$ cat config.mk
export PLATFORM = sky130hd
export DESIGN_NAME = timer_compare_ctrl
export DESIGN_NICKNAME = d
export VERILOG_FILES = /design/src/rtl/timer_compare_ctrl.sv
export SDC_FILE = /design/constraint.sdc
export NUM_CORES = 2
export LEC_CHECK = 0
export CAP_MARGIN = 20
export CORE_ASPECT_RATIO = 1.5
export CORE_UTILIZATION = 30
export CTS_BUF_LIST = sky130_fd_sc_hd__clkbuf_4 sky130_fd_sc_hd__clkbuf_8 sky130_fd_sc_hd__clkbuf_16
export CTS_CLUSTER_DIAMETER = 30
export DETAILED_ROUTE_END_ITERATION = 16
export DONT_BUFFER_PORTS = 1
export GPL_TIMING_DRIVEN = 0
export HOLD_SLACK_MARGIN = 0.12
export SYNTH_ARGS = -nofsm -noshare
export SYNTH_HDL_FRONTEND = slang
export SYNTH_SLANG_ARGS = --single-unit
$ cat constraint.sdc
create_clock -name clock -period 8.9 [get_ports clock]
set_clock_uncertainty 0.15 [all_clocks]
set_input_delay 1.78 -clock clock [delete_from_list [all_inputs] [get_ports clock]]
set_output_delay 1.78 -clock clock [all_outputs]
set_load 0.01 [all_outputs]
$ cat src/rtl/timer_compare_ctrl.sv
// Register-programmed compare unit for a 64-bit free-running timer: drives the
// timer enable/clear controls and raises sticky per-channel interrupts on compare matches.
module timer_compare_ctrl #(
  parameter int NUM_CH = 4
) (
  input  logic              clock,
  input  logic              nreset,
  input  logic              i_wr_en,
  input  logic [3:0]        i_wr_addr,
  input  logic [63:0]       i_wr_data,
  input  logic [63:0]       i_timer_value,
  output logic [7:0]        o_timer_ctrl,
  output logic [NUM_CH-1:0] o_irq_pending,
  output logic              o_irq,
  output logic [NUM_CH-1:0] o_ch_active
);

  typedef enum logic {IDLE, ARMED} chState_t;

  chState_t          r_state [NUM_CH];
  logic [63:0]       r_period [NUM_CH];
  logic [63:0]       r_target [NUM_CH];
  logic [NUM_CH-1:0] r_periodic;
  logic [NUM_CH-1:0] r_pending;
  logic              r_enable;
  logic              r_clear;

  logic              w_cmdWr;
  logic              w_clearCmd;
  logic [NUM_CH-1:0] w_ack;
  logic [NUM_CH-1:0] w_fire;

  assign w_cmdWr    = i_wr_en && (i_wr_addr == 4'h0);
  assign w_clearCmd = w_cmdWr && i_wr_data[1];
  assign w_ack      = (i_wr_en && (i_wr_addr == 4'hF)) ? i_wr_data[NUM_CH-1:0] : '0;

  // A clear command idles every channel on its write edge, so it also suppresses any match there.
  always_comb begin
    w_fire = '0;
    for (int i = 0; i < NUM_CH; i++) begin
      w_fire[i] = (r_state[i] == ARMED) && (i_timer_value == r_target[i]) && !w_clearCmd;
    end
  end

  always_ff @(posedge clock) begin
    if (!nreset) begin
      r_enable   <= 1'b0;
      r_clear    <= 1'b0;
      r_pending  <= '0;
      r_periodic <= '0;
      for (int i = 0; i < NUM_CH; i++) begin
        r_state[i]  <= IDLE;
        r_period[i] <= '0;
        r_target[i] <= '0;
      end
    end else begin
      if (w_cmdWr) begin
        r_enable <= i_wr_data[0];
        r_clear  <= i_wr_data[1];
      end else begin
        r_clear  <= 1'b0;
      end
      // Set beats acknowledge when both hit the same channel on one edge.
      r_pending <= (r_pending & ~w_ack) | w_fire;
      for (int i = 0; i < NUM_CH; i++) begin
        if (i_wr_en && (i_wr_addr == 4'(i + 1))) begin
          r_period[i] <= i_wr_data;
        end
        if (w_clearCmd) begin
          r_state[i] <= IDLE;
        end else if (i_wr_en && (i_wr_addr == 4'(i + 8)) && i_wr_data[2]) begin
          r_state[i] <= IDLE;
        end else if (i_wr_en && (i_wr_addr == 4'(i + 8)) && i_wr_data[0] && (r_period[i] != 64'd0)) begin
          r_state[i]    <= ARMED;
          r_target[i]   <= i_timer_value + r_period[i];
          r_periodic[i] <= i_wr_data[1];
        end else if (w_fire[i]) begin
          if (r_periodic[i]) begin
            r_target[i] <= r_target[i] + r_period[i];
          end else begin
            r_state[i]  <= IDLE;
          end
        end
      end
    end
  end

  always_comb begin
    o_ch_active = '0;
    for (int i = 0; i < NUM_CH; i++) begin
      o_ch_active[i] = (r_state[i] == ARMED);
    end
  end

  assign o_timer_ctrl  = {6'b0, r_clear, r_enable};
  assign o_irq_pending = r_pending;
  assign o_irq         = |r_pending;

endmodule
==> run_results.csv <==
group,metric,value,unit
run_status,status,"complete, but fails checks",
run_status,violations,"antenna violations",
timing,fin_crit_sh,76.0,%
clock_tree,htreeDepth,3,
critical_path,path_buf_inv,4,
min_path,hp-start,"r_enable",
detailed_routing,firstDrtPassIters,6,
clock_tree,clock_latency,730,ps
placement,placed_cells,6271,
logic_synthesis,synth_top_area_cell,"edfxtp_1",
floorplanning,ios,152,
critical_path,cp_max_fo,64,
power,cellPowerDensity,182,nW/um2
grt,gr-total-overflow,0,
clock_tree,cts_tree,"built",
logic_synthesis,syn_avg_cell_area,9.16,um2
detailed_routing,wl,197000,um
logic_synthesis,ys_seq_area_share,38.2,%
critical_path,crit_chain,"clkbuf_1 -> xnor2_1 -> o221ai_1 -> a2111oi_0 -> nand4_1 -> nor3_1 -> a21oi_1 -> or2_2 -> clkbuf_1 -> clkbuf_1 -> clkbuf_1 -> nand2_4",
final_layout,area_growth_syn_to_layout,16.1,%
critical_path,crit_slowest_cell,"nor3_1",
critical_path,crit_family,"simple AND/OR/NAND/NOR gates",
critical_path,startpoint,"i_timer_value[4]",
clock_tree,cts_sinks,526,
final_layout,stdcell_count,6589,
grt,first_global_vias,35914,
power,p_leak,18.2,nW
clock_tree,cts_resized,0,
placement,io_buffers,0,
logic_synthesis,yosysMostFrequentCell,"edfxtp_1",
final_layout,multi_input_area,23200,um2
floorplanning,rows,165,
grt,antenna_found_initial,61,
detailed_routing,dr_total_vias,37456,
placement,hpwl,154000,um
flow_run,maxCapViolations,0,
timing,rsz0062_at_grt,"no",
logic_synthesis,mappedNetlistArea,41000,um2
clock_tree,holdBufCountCts,0,
final_layout,nNetsFinal,5071,
timing,setup_tns,0,ps
grt,grt_use_total,27.8,%
floorplanning,die_area,138000,um2
critical_path,max_stage_delay,930,ps
grt,grt_max_degree,65,
critical_path,crit_path_end_kind,"flip-flop",
final_layout,postLayoutCellArea,47600,um2
critical_path,required,9100,ps
floorplanning,die_w,304,um
timing,post-route-min-period,6760,ps
power,power,8.69,mW
timing,hold_viol_final,0,
floorplanning,start_util,30.3,%
timing,setup_violations,0,
detailed_routing,via_per_inst,5.68,
logic_synthesis,synth_edf_count,513,
timing,finalWorstSetupSlack,2140,ps
detailed_routing,drt-wirelength-per-cell,29.9,um
logic_synthesis,synth_top_area_share,37.6,%
placement,post-place-ws,1470,ps
logic_synthesis,async_flop_share,0,%
timing,holdWs,318,ps
logic_synthesis,synthTopCellsByCount,"edfxtp_1 (513), clkbuf_1 (359), nor2_1 (351)",
logic_synthesis,ys_types,99,
final_layout,fill_cells,13871,
critical_path,r2r_start,"r_period[1][11]",
clock_tree,clk_path_buf_depth,3,
timing,relSlewSlack,17.2,%
logic_synthesis,yosys-top-cells-area,"edfxtp_1 (38%), ha_1 (9.6%), xnor2_1 (5.4%)",
detailed_routing,antenna_left,1,
critical_path,path_common_cell,"clkbuf_1",
detailed_routing,drtIter0Drc,3543,
clock_tree,postCtsSetupBuffers,0,
critical_path,crit_type,"in2reg",
final_layout,final_util,35.2,%
logic_synthesis,synth_warnings,0,
clock_tree,cts_root_buf,"clkbuf_16",
timing,clock.fmax,148,MHz
final_layout,seqCellArea,15700,um2
detailed_routing,drc,0,
final_layout,layout-drive-gt1-share,6.64,%
logic_synthesis,syn_inst,4477,
critical_path,arrival,6960,ps
timing,worst_slew_pin_slew,1240,ps
clock_tree,path_clk_slew,50,ps
critical_path,start_kind,"input pin",
logic_synthesis,yosys_register_bits,526,
logic_synthesis,ys.flop_type,"edfxtp_1",
placement,placed_area,43900,um2
floorplanning,die_h,455,um
floorplanning,core_area,135000,um2
placement,place_congestion,1.02,
clock_tree,cts_buffers,95,
grt,grt_pass1_wl,268000,um
timing,maxSlewViolCount,0,
min_path,hold_class,"reg2reg",
power,vdd_drop_max,0.141,mV
==> cells in the final DEF (no fill, tap or decap), types with 32 or more instances in the layout <==
master	synthesis	routed
a21o_1	155	155
a21oi_1	332	332
a221oi_1	32	32
a31oi_1	41	41
and2_1	276	276
clkbuf_1	359	345
clkbuf_16	0	95
diode_2	0	137
edfxtp_1	513	513
ha_1	315	315
inv_1	170	170
nand2_1	245	241
nand2b_1	38	38
nand3_1	95	94
nand4_1	103	103
nor2_1	351	351
nor2b_1	42	42
nor3_1	73	73
nor4_1	105	105
o21a_1	43	43
o21ai_0	188	185
o21bai_1	55	55
o22ai_1	94	94
xnor2_1	253	253
xor2_1	192	192
==> report_power, final <==
group	total [mW]	leakage, nW	switching (mW)	internal [mW]
Sequential	2.95	5.31	0.120	2.83
Combinational	1.87	11.2	1.18	0.693
Clock	3.86	1.64	1.54	2.33
==> path summary, 6_finish.rpt <==
kind                                   endpoint  depth (start not counted)  slack [ps]
worst min register to register         r_enable                          2         320
worst max-delay path            r_target[1][50]                         12        2140
worst max register to register  r_target[1][50]                         10        2830
worst min-delay path                   r_enable                          2         320
==> cell families (layout without fill, tap and decap cells) <==
group           count (synthesis)  after routing  share of synthesized area, %
buf+inv                       564            781                          5.38
mux                             5              5                         0.122
flops                         526            526                          38.2
simple gates                 1420           1420                          17.7
other cells                     1            143                       0.00914
compound gates               1196           1196                          19.2
fa+ha+maj                     320            320                          9.85
xor+xnor                      445            445                          9.50
==> worst min-delay path, stage by stage, from the launching register on <==
cell,delay [ps]
dfxtp_1,310
nand2_1,50
a21oi_1,50
==> area by class of cell <==
cell class                 count  area share, %
antenna                      137          0.720
buffer                       393           3.33
clock buffer                  96           5.02
clock inverter                84           2.05
inverter                     171           1.35
multi-input combinational   3392           48.8
sequential                   526           32.9
tap                         1753           4.61
timing repair buffer          37           1.23
==> layer usage <==
layer | GRT usage, % | part of all wire, % | vias up
met5 | 0 | 0.015 | -
met4 | 21.7 | 8.2 | 6
met3 | 7.23 | 9.7 | 537
met2 | 46.0 | 47 | 1857
met1 | 30.4 | 35 | 18241
li1 | - | - | 16815
==> registers in the layout (all words and copies together) (netlist names) <==
| register | flops |
|---|---|
| r_state | 4 |
| r_enable | 1 |
| r_periodic | 4 |
| r_period | 256 |
| r_target | 256 |
| o_irq_pending | 4 |
| r_clear | 1 |
(Power assumes the default switching activity.)
